$ cat src/rtl/cmd_slave_regs_pkg.sv
// Shared constants and types for the cmd_slave_regs register slave.
// Address offsets are byte offsets within the 1 KiB window decoded from byte_addr[9:0].
package cmd_slave_regs_pkg;

  localparam int unsigned DATA_W   = 32;
  localparam int unsigned OFF_BITS = 10;

  localparam logic [OFF_BITS-1:0] CTRL_BASE   = 10'h000;
  localparam logic [OFF_BITS-1:0] STATUS_BASE = 10'h100;
  localparam logic [OFF_BITS-1:0] IRQ_PEND    = 10'h200;
  localparam logic [OFF_BITS-1:0] IRQ_MASK    = 10'h204;
  localparam logic [OFF_BITS-1:0] ID_OFFSET   = 10'h208;

  localparam logic [DATA_W-1:0] UNMAPPED_RDATA = 32'hDEAD_BEEF;

  typedef enum logic [1:0] {
    ST_IDLE,
    ST_ACCESS,
    ST_RESPOND
  } state_e;

endpackage

$ cat src/rtl/cmd_slave_regs_if.sv
// Single-word command port between the command master and one register slave.
interface intf_cmd
  import cmd_slave_regs_pkg::*;
#(
  parameter int unsigned ADDR_BITS = 24
);
  logic                 sel;
  logic                 rd_wr_n;
  logic [ADDR_BITS-1:0] byte_addr;
  logic [DATA_W-1:0]    wdata;
  logic [DATA_W-1:0]    rdata;
  logic                 ack;

  modport master (output sel, rd_wr_n, byte_addr, wdata, input rdata, ack);
  modport slave  (input sel, rd_wr_n, byte_addr, wdata, output rdata, ack);
endinterface

$ cat src/rtl/cmd_slave_irq_ctrl.sv
// Sticky interrupt pending bits with W1C clear (set wins), mask register and registered IRQ.
module cmd_slave_irq_ctrl #(
  parameter int unsigned IRQ_BITS = 16
) (
  input  logic                i_sysclk,
  input  logic                i_arst,
  input  logic [IRQ_BITS-1:0] i_irq_set,
  input  logic [IRQ_BITS-1:0] i_clr,
  input  logic                i_mask_we,
  input  logic [IRQ_BITS-1:0] i_mask_wdata,
  output logic [IRQ_BITS-1:0] o_pending,
  output logic [IRQ_BITS-1:0] o_mask,
  output logic                o_irq
);
  logic [IRQ_BITS-1:0] pend_q, pend_d;
  logic [IRQ_BITS-1:0] mask_q, mask_d;
  logic                irq_q, irq_d;

  always_comb begin
    pend_d = (pend_q & ~i_clr) | i_irq_set;
    mask_d = i_mask_we ? i_mask_wdata : mask_q;
    irq_d  = |(pend_q & mask_q);
  end

  always_ff @(posedge i_sysclk or posedge i_arst) begin
    if (i_arst) begin
      pend_q <= '0;
      mask_q <= '0;
      irq_q  <= 1'b0;
    end else begin
      pend_q <= pend_d;
      mask_q <= mask_d;
      irq_q  <= irq_d;
    end
  end

  assign o_pending = pend_q;
  assign o_mask    = mask_q;
  assign o_irq     = irq_q;
endmodule

$ cat src/rtl/cmd_slave_regs.sv
// Register-bank slave: control, status, ID and (with CMD_SLAVE_REGS_IRQ_EN) interrupt registers.
// Every command is acked two cycles after sel via IDLE -> ACCESS -> RESPOND.
module cmd_slave_regs
  import cmd_slave_regs_pkg::*;
#(
  parameter int unsigned CMD_ADDR_BITS = 24,
  parameter int unsigned NUM_CTRL      = 8,
  parameter int unsigned NUM_STATUS    = 8,
  parameter int unsigned IRQ_BITS      = 16,
  parameter logic [31:0] BLOCK_ID      = 32'h0000_0000
) (
  input  logic                             i_sysclk,
  input  logic                             i_arst,
  intf_cmd.slave                           cmd,
  output logic [NUM_CTRL-1:0][DATA_W-1:0]  o_ctrl,
  output logic [NUM_CTRL-1:0]              o_ctrl_wstb,
  input  logic [NUM_STATUS-1:0][DATA_W-1:0] i_status,
  input  logic [IRQ_BITS-1:0]              i_irq_set,
  output logic                             o_irq
);
  state_e state_q, state_d;

  logic              rw_q;
  logic [7:0]        woff_q;
  logic [DATA_W-1:0] wdata_q;
  logic              latch_cmd;

  logic              ack_q, ack_d;
  logic [DATA_W-1:0] rdata_q, rdata_d;
  logic [NUM_CTRL-1:0][DATA_W-1:0] ctrl_q, ctrl_d;
  logic [NUM_CTRL-1:0] wstb_q, wstb_d;

  logic              is_ctrl, is_status;
  logic [5:0]        reg_idx;
  logic [DATA_W-1:0] rd_val;

`ifdef CMD_SLAVE_REGS_IRQ_EN
  logic [IRQ_BITS-1:0] irq_pend, irq_mask, irq_clr;
  logic                irq_mask_we;
`endif

  // Address decode and read mux from the registered word offset.
  always_comb begin
    is_ctrl   = (woff_q[7:6] == CTRL_BASE[9:8]);
    is_status = (woff_q[7:6] == STATUS_BASE[9:8]);
    reg_idx   = woff_q[5:0];
    rd_val    = UNMAPPED_RDATA;
    for (int unsigned k = 0; k < NUM_CTRL; k++) begin
      if (is_ctrl && reg_idx == 6'(k)) rd_val = ctrl_q[k];
    end
    for (int unsigned k = 0; k < NUM_STATUS; k++) begin
      if (is_status && reg_idx == 6'(k)) rd_val = i_status[k];
    end
    if (woff_q == ID_OFFSET[9:2]) rd_val = BLOCK_ID;
`ifdef CMD_SLAVE_REGS_IRQ_EN
    if (woff_q == IRQ_PEND[9:2]) rd_val = 32'(irq_pend);
    if (woff_q == IRQ_MASK[9:2]) rd_val = 32'(irq_mask);
`endif
  end

  // Next-state and register-update logic.
  always_comb begin
    state_d   = state_q;
    latch_cmd = 1'b0;
    ack_d     = 1'b0;
    rdata_d   = rdata_q;
    ctrl_d    = ctrl_q;
    wstb_d    = '0;
`ifdef CMD_SLAVE_REGS_IRQ_EN
    irq_clr     = '0;
    irq_mask_we = 1'b0;
`endif
    unique case (state_q)
      ST_IDLE: begin
        if (cmd.sel) begin
          latch_cmd = 1'b1;
          state_d   = ST_ACCESS;
        end
      end
      ST_ACCESS: begin
        state_d = ST_RESPOND;
        ack_d   = 1'b1;
        rdata_d = rd_val;
        if (!rw_q) begin
          for (int unsigned k = 0; k < NUM_CTRL; k++) begin
            if (is_ctrl && reg_idx == 6'(k)) begin
              ctrl_d[k] = wdata_q;
              wstb_d[k] = 1'b1;
            end
          end
`ifdef CMD_SLAVE_REGS_IRQ_EN
          if (woff_q == IRQ_PEND[9:2]) irq_clr = wdata_q[IRQ_BITS-1:0];
          if (woff_q == IRQ_MASK[9:2]) irq_mask_we = 1'b1;
`endif
        end
      end
      ST_RESPOND: state_d = ST_IDLE;
      default:    state_d = ST_IDLE;
    endcase
  end

  always_ff @(posedge i_sysclk or posedge i_arst) begin
    if (i_arst) begin
      state_q <= ST_IDLE;
      ack_q   <= 1'b0;
      rdata_q <= '0;
      ctrl_q  <= '0;
      wstb_q  <= '0;
    end else begin
      state_q <= state_d;
      ack_q   <= ack_d;
      rdata_q <= rdata_d;
      ctrl_q  <= ctrl_d;
      wstb_q  <= wstb_d;
    end
  end

  // Command capture in the IDLE cycle that sees sel.
  always_ff @(posedge i_sysclk or posedge i_arst) begin
    if (i_arst) begin
      rw_q    <= 1'b1;
      woff_q  <= '0;
      wdata_q <= '0;
    end else if (latch_cmd) begin
      rw_q    <= cmd.rd_wr_n;
      woff_q  <= cmd.byte_addr[9:2];
      wdata_q <= cmd.wdata;
    end
  end

`ifdef CMD_SLAVE_REGS_IRQ_EN
  cmd_slave_irq_ctrl #(
    .IRQ_BITS (IRQ_BITS)
  ) u_irq (
    .i_sysclk     (i_sysclk),
    .i_arst       (i_arst),
    .i_irq_set    (i_irq_set),
    .i_clr        (irq_clr),
    .i_mask_we    (irq_mask_we),
    .i_mask_wdata (wdata_q[IRQ_BITS-1:0]),
    .o_pending    (irq_pend),
    .o_mask       (irq_mask),
    .o_irq        (o_irq)
  );
`else
  assign o_irq = 1'b0;
`endif

  // Ignored address bits (and irq inputs when interrupts are compiled out).
  logic unused_bits;
`ifdef CMD_SLAVE_REGS_IRQ_EN
  assign unused_bits = ^{cmd.byte_addr[CMD_ADDR_BITS-1:10], cmd.byte_addr[1:0]};
`else
  assign unused_bits = ^{cmd.byte_addr[CMD_ADDR_BITS-1:10], cmd.byte_addr[1:0], i_irq_set};
`endif

  assign cmd.ack     = ack_q;
  assign cmd.rdata   = rdata_q;
  assign o_ctrl      = ctrl_q;
  assign o_ctrl_wstb = wstb_q;

  sel_only_in_idle: assert property (@(posedge i_sysclk) disable iff (i_arst)
    (state_q != ST_IDLE) |-> !cmd.sel);
endmodule

$ cat src/flat_wrapper.sv
// flat-port wrapper written by rule: the top's interface ports become plain ports
module cmd_slave_regs_flat import cmd_slave_regs_pkg::*;
#(
  parameter int unsigned CMD_ADDR_BITS = 24,
  parameter int unsigned NUM_CTRL      = 8,
  parameter int unsigned NUM_STATUS    = 8,
  parameter int unsigned IRQ_BITS      = 16,
  parameter logic [31:0] BLOCK_ID      = 32'h0000_0000
)
  (i_sysclk, i_arst, o_ctrl, o_ctrl_wstb, i_status, i_irq_set, o_irq, cmd_sel, cmd_rd_wr_n, cmd_byte_addr, cmd_wdata, cmd_rdata, cmd_ack);
  intf_cmd #(.ADDR_BITS(24)) cmd_i ();
  input  logic i_sysclk;
  input  logic i_arst;
  output logic [NUM_CTRL-1:0][DATA_W-1:0] o_ctrl;
  output logic [NUM_CTRL-1:0] o_ctrl_wstb;
  input  logic [NUM_STATUS-1:0][DATA_W-1:0] i_status;
  input  logic [IRQ_BITS-1:0] i_irq_set;
  output logic o_irq;
  input wire logic [$bits(cmd_i.sel)-1:0] cmd_sel;
  input wire logic [$bits(cmd_i.rd_wr_n)-1:0] cmd_rd_wr_n;
  input wire logic [$bits(cmd_i.byte_addr)-1:0] cmd_byte_addr;
  input wire logic [$bits(cmd_i.wdata)-1:0] cmd_wdata;
  output wire logic [$bits(cmd_i.rdata)-1:0] cmd_rdata;
  output wire logic [$bits(cmd_i.ack)-1:0] cmd_ack;
  assign cmd_i.sel = cmd_sel;
  assign cmd_i.rd_wr_n = cmd_rd_wr_n;
  assign cmd_i.byte_addr = cmd_byte_addr;
  assign cmd_i.wdata = cmd_wdata;
  assign cmd_rdata = cmd_i.rdata;
  assign cmd_ack = cmd_i.ack;
  cmd_slave_regs #(.CMD_ADDR_BITS(CMD_ADDR_BITS), .NUM_CTRL(NUM_CTRL), .NUM_STATUS(NUM_STATUS), .IRQ_BITS(IRQ_BITS), .BLOCK_ID(BLOCK_ID)) u_core (.i_sysclk(i_sysclk), .i_arst(i_arst), .cmd(cmd_i), .o_ctrl(o_ctrl), .o_ctrl_wstb(o_ctrl_wstb), .i_status(i_status), .i_irq_set(i_irq_set), .o_irq(o_irq));
endmodule
$ cat config.mk
export PLATFORM = sky130hd
export DESIGN_NAME = cmd_slave_regs_flat
export DESIGN_NICKNAME = d
export VERILOG_FILES = /design/src/rtl/cmd_slave_regs_pkg.sv /design/src/rtl/cmd_slave_regs_if.sv /design/src/rtl/cmd_slave_irq_ctrl.sv /design/src/rtl/cmd_slave_regs.sv /design/src/flat_wrapper.sv
export SDC_FILE = /design/constraint.sdc
export NUM_CORES = 1
export LEC_CHECK = 0
export BUFFER_PORTS_ARGS = -buffer_cell sky130_fd_sc_hd__buf_2
export CAP_MARGIN = 20
export CELL_PAD_IN_SITES_DETAIL_PLACEMENT = 1
export CELL_PAD_IN_SITES_GLOBAL_PLACEMENT = 1
export CORE_AREA = 2 2 248 250
export CTS_BUF_LIST = sky130_fd_sc_hd__clkbuf_8 sky130_fd_sc_hd__clkbuf_16
export DETAILED_ROUTE_END_ITERATION = 10
export DIE_AREA = 0 0 250 252
export PLACE_DENSITY_LB_ADDON = 0.1
export SLEW_MARGIN = 10
export SYNTH_ARGS = -nofsm -noshare
export SYNTH_HDL_FRONTEND = slang
export SYNTH_SLANG_ARGS = --single-unit
$ cat constraint.sdc
create_clock -name i_sysclk -period 34 [get_ports i_sysclk]
set_input_delay 5.1 -clock i_sysclk [delete_from_list [all_inputs] [get_ports i_sysclk]]
set_output_delay 5.1 -clock i_sysclk [all_outputs]
set_load 0.02 [all_outputs]
# [After elaboration in Yosys (flattened, before gate mapping)]
# Cells that the tools add are included.
[classes] n_addsub=0 multipliers=0 div_mod_pow=0 magnitude_cmp=0 n_eq_ne=11 shift=0 mux=32 n_bitwise=1 reduce_logical=27
[op_table] operator="32-bit two-way mux" count=17
[op_table] operator="6-bit by 3-bit == test with 1-bit output (second input constant)" count=4
[op_table] operator="3-bit AND reduction" count=8
[op_table] operator="1-bit logical AND" count=16
[op_table] operator="8-bit two-way mux" count=2
[op_table] operator="6-bit by 2-bit == test with 1-bit output (second input constant)" count=2
[op_table] operator="1-bit two-way mux" count=11
[op_table] operator="8-bit == test (second input constant)" count=1
[op_table] operator="6-bit by 1-bit == test with 1-bit output (second input constant)" count=1
[op_table] operator="6-bit zero test" count=1
[op_table] operator="2-bit by 1-bit == test with 1-bit output (second input constant)" count=2
[op_table] operator="2-bit zero test" count=2
[op_table] operator="2-bit one-hot mux with 2 select lines" count=1
[op_table] operator="2-bit two-way mux" count=1
[op_table] operator="2-bit inequality test (second input constant)" count=1
[op_table] operator="1-bit inverter" count=1
[word_totals] register_bits=340 latchBits=0 ramBits=0 mem_bits_ro=0 in_bits=332 wordCells=86 n_memories=0

# [Depth between registers and ports, before layout]
[logic_depth] word_depth=19 mapped_depth=11 mapped_depth_nobuf=6

# [Worst setup path before layout]
# Ideal clock, no wire load.
[synth_path] kind="input to register" startpoint="input port cmd_sel" endpoint="register u_core.wdata_q[0]" setup_time_ns=0.125 arrival_time_ns=6.299 t_required_ns=33.875 setup_slack_ns=27.576 cell_stages=4 path_buffers=2 path_cell_list="nor3b_1 -> clkbuf_1 -> clkbuf_1 -> mux2_2"
[synth_between] elab_chain_cells=2
[synth_rtl] item="from (decl)" line="flat_wrapper.sv:19" rtl="input wire logic [$bits(cmd_i.sel)-1:0] cmd_sel;"
[synth_rtl] item="1-bit two-way mux" line="cmd_slave_regs.sv:75" rtl="if (cmd.sel) begin"
[synth_rtl] item="1-bit two-way mux" line="cmd_slave_regs.sv:73" rtl="unique case (state_q)"
[synth_rtl] item="to (signal assigned)" line="cmd_slave_regs.sv:127" rtl="wdata_q <= cmd.wdata;"
[synth_rtl] item="to (decl)" line="cmd_slave_regs.sv:25" rtl="logic [DATA_W-1:0] wdata_q;"
# No other way between the ends.
# A chain may end at the register's enable or synchronous reset.

# [Final worst setup path]
[layout_path] startpoint="register u_core.ctrl_q, in the netlist u_core.o_ctrl[241]" endpoint="output port o_ctrl[241] (netlist bit)"
[layout_rtl] item="from (decl)" line="cmd_slave_regs.sv:30" rtl="logic [NUM_CTRL-1:0][DATA_W-1:0] ctrl_q, ctrl_d;"
[layout_rtl] item="from (signal assigned)" line="cmd_slave_regs.sv:113" rtl="ctrl_q <= ctrl_d;"
[layout_rtl] item="to (decl)" line="flat_wrapper.sv:14" rtl="output logic [NUM_CTRL-1:0][DATA_W-1:0] o_ctrl;"
# No word-level cell between the ends.

==> impl_metrics.csv <==
group,metric,value,unit
run_status,outcome,"finished clean",
worst_hold_path,hold_class,"reg2reg",
setup_path,rrSetupSlack,29460,ps
timing,setup_viol,0,
detailed_routing,dr.pass1.iters,4,
logic_synthesis,syn_nets,1889,
timing,max_freq,157,MHz
setup_path,slowest_delay,460,ps
power,total_power,1340,µW
floorplanning,io_pins,630,
finish,num-fill-cells,6820,
setup_path,crit_path_end_kind,"output port",
detailed_routing,drc,0,
grt,grt_max_degree,150,
grt,grt_pass1_vias,16948,
finish,fin_nets,2444,
setup_path,rr_endpoint,"u_core.cmd.rdata[6]$_DFFE_PP0P_",
logic_synthesis,avgSynthCellArea,11.3,µm²
finish,synthToLayoutAreaGrowth,29.7,%
detailed_routing,first_iter_violations,990,
finish,layout_commonest_cell,"buf_2",
setup_path,r2r-start,"u_core.woff_q[1]$_DFFE_PP0P_",
floorplanning,rows,90,
setup_path,worstPathCellList,"buf_2",
timing,slew_headroom,0.277,
setup_path,worstRegToRegCells,8,
detailed_routing,routed_wl,94300,µm
setup_path,crit_path_end,"o_ctrl[241]",
grt,grt_pass1_wl,132000,µm
flow_run,drv_cap,0,
placement,dp_hpwl,66100,µm
setup_path,required,28900,ps
setup_path,setup.worst_path.start_class,"flop",
setup_path,critPathLaunch,"u_core.o_ctrl[241]$_DFFE_PP0P_",
placement,io_buffer_count,596,
detailed_routing,wl_per_cell,32.1,µm
finish,seq_area,8520,µm²
power,p_leak,0.0117,µW
finish,drive_gt1_frac,0.505,
clocking,clkLatencyLatePin,560,ps
detailed_routing,ant_nets,0,
floorplanning,fp.dieArea,63000,µm²
floorplanning,die_x,250,µm
timing,rsz0062_at_grt,"false",
clocking,root_buffer,"clkbuf_16",
clocking,cts_tree,"built",
logic_synthesis,syn_area,17600,µm²
setup_path,crit_cells,1,
clocking,cts_buffers,42,
floorplanning,die_h,252,µm
clocking,cts.sinks,340,
logic_synthesis,synth_cells,1557,
logic_synthesis,synth-edff-count,0,
finish,multi_input_area,8600,µm²
logic_synthesis,async_flop_share,1.00,
clocking,clk_transition_reported_paths,60,ps
clocking,cts-resized-gates,0,
clocking,h-tree-depth,2,
setup_path,path_class,"reg2out",
logic_synthesis,synth_ff_type,"dfrtp_1",
logic_synthesis,synth_cell_types,62,
logic_synthesis,yosys_warnings,0,
grt,overflow,0,
finish,layout_common_cells,"buf_2, dfrtp_1, mux2_2, o21ai_0, a21oi_1",
clocking,post_cts_buffers,0,
grt,grt_use_total,0.293,
setup_path,cpMaxStageDelayCell,"dfrtp_1",
clocking,clock_path_buffers,3,
timing,tns,0,ps
setup_path,cp_top_family,"flip-flops",
floorplanning,core,60100,µm²
floorplanning,start_util,0.293,
power,ir_drop,0.0404,mV
timing,final_max_slew_viol_count,0,
timing,worstMarginPinSlew,1090,ps
grt,antenna_found_initial,23,
clocking,holdBufCountCts,0,
timing,clock_skew,16.3,ps
setup_path,crit_buf_inv,1,
timing,period_share,0.188,
placement,routabilityCongestion,0.832,
timing,hold_viol,0,
logic_synthesis,ys_ff_latch,340,
timing,post-route-min-period,6380,ps
detailed_routing,vias_per_cell,5.47,
logic_synthesis,yosysSeqAreaShare,0.483,
power,powerDensity,58.8,nW/µm²
setup_path,worstPathArrival,1280,ps
detailed_routing,vias,16065,
setup_path,crit_path_max_fanout,3,
==> power breakdown <==
part	internal, µW	switching, µW
logic	131	250
registers	453	65.8
clock network	261	183
==> stage by stage <==
stage          utilization  cells  hold WS (ps)  worst slack [ps]  cell area, µm²
3_5_place_dp         0.357   2849           468             26750           21500
4_1_cts              0.379   2921           480             27350           22800
3_3_place_gp         0.357   2849           463             26820           21500
6_report             0.380   2936           479             27620           22800
2_1_floorplan            -   1557           574             19480           17600
5_1_grt              0.380   2932           512             27580           22800
==> flip-flops by register name (all words and copies together), names as in the netlist <==
signal              count
u_core.state_q          2
u_core.wdata_q         32
u_core.woff_q           8
u_core.o_ctrl_wstb      8
u_core.cmd.ack          1
u_core.o_ctrl         256
u_core.rw_q             1
u_core.cmd.rdata       32
==> layout make-up <==
class / count / area share
Clock buffer: 51 / 0.0519
Tap cell: 782 / 0.0428
Sequential cell: 340 / 0.373
Clock inverter: 21 / 0.00657
Multi-Input combinational cell: 1078 / 0.376
Antenna cell: 14 / 0.00153
Timing Repair Buffer: 639 / 0.146
Inverter: 11 / 0.00214
==> Yosys cell counts, types with 4 or more instances <==
library cell    n  area share
a31oi_1         9      0.0032
buf_2          58       0.016
o2bb2ai_1       4      0.0020
a22o_1          6      0.0030
nor3_1         23      0.0065
o2111ai_1      16      0.0080
nand3_1        15      0.0043
nand3_2         4      0.0023
nand4_1         4      0.0014
mux2i_1        45       0.026
a221oi_1        6      0.0030
or3_1           5      0.0018
nor2b_1         9      0.0032
a21oi_1       103       0.029
inv_1           9      0.0019
clkbuf_1       60       0.013
a22oi_1        17      0.0072
nand2b_1        8      0.0028
o31ai_1        14      0.0060
mux4_2         25       0.032
a221o_1        11      0.0062
a21o_1          5      0.0021
o21ai_0       115       0.033
o221ai_1        5      0.0025
buf_1           6      0.0013
dfrtp_1       339        0.48
nand2_1        81       0.017
mux2_2        306        0.20
nor3_2          4      0.0023
nor2_1         83       0.018
a2bb2oi_1       5      0.0025
a211oi_1       25       0.011
o22ai_1        59       0.021
o211ai_1       11      0.0047
or2_2          16      0.0057
==> worst min-delay path: stages, from the launching register on <==
cell and delay (ps):
dfrtp_1 340, nand2_1 50, o21ai_0 60
==> per-layer routing <==
layer  track usage  part of all wire  vias up
met5             0           0.00068        -
met3        0.0816             0.071      136
met1         0.371              0.42     8393
met2         0.477              0.47      552
met4         0.106             0.034       10
li1              -                 -     6974
==> worst min-delay path by stage <==
stage | start | end | slack [ps] | cells after the start
final | u_core.cmd.rdata[9]$_DFFE_PP0P_ | u_core.cmd.rdata[9]$_DFFE_PP0P_ | 480 | 2
after global routing | u_core.cmd.rdata[13]$_DFFE_PP0P_ | u_core.cmd.rdata[13]$_DFFE_PP0P_ | 510 | 2
after CTS | u_core.cmd.rdata[9]$_DFFE_PP0P_ | u_core.cmd.rdata[9]$_DFFE_PP0P_ | 480 | 2
after detailed placement | u_core.cmd.rdata[9]$_DFFE_PP0P_ | u_core.cmd.rdata[9]$_DFFE_PP0P_ | 470 | 2
after global placement | u_core.cmd.rdata[9]$_DFFE_PP0P_ | u_core.cmd.rdata[9]$_DFFE_PP0P_ | 460 | 2
after floorplan | u_core.woff_q[7]$_DFFE_PP0P_ | u_core.woff_q[7]$_DFFE_PP0P_ | 570 | 1
==> logic make-up (layout without fill, tap and decap cells) <==
logic type             after synthesis  in the layout  synth area share
buffers and inverters              139            722            0.0348
AOI/OAI and AO/OA                  434            434             0.155
and+or+nand+nor                    267            267            0.0735
other                                1             15          0.000213
muxes                              376            376             0.253
DFF                                340            340             0.483
Note: power is estimated with default switching activity, not from simulation.
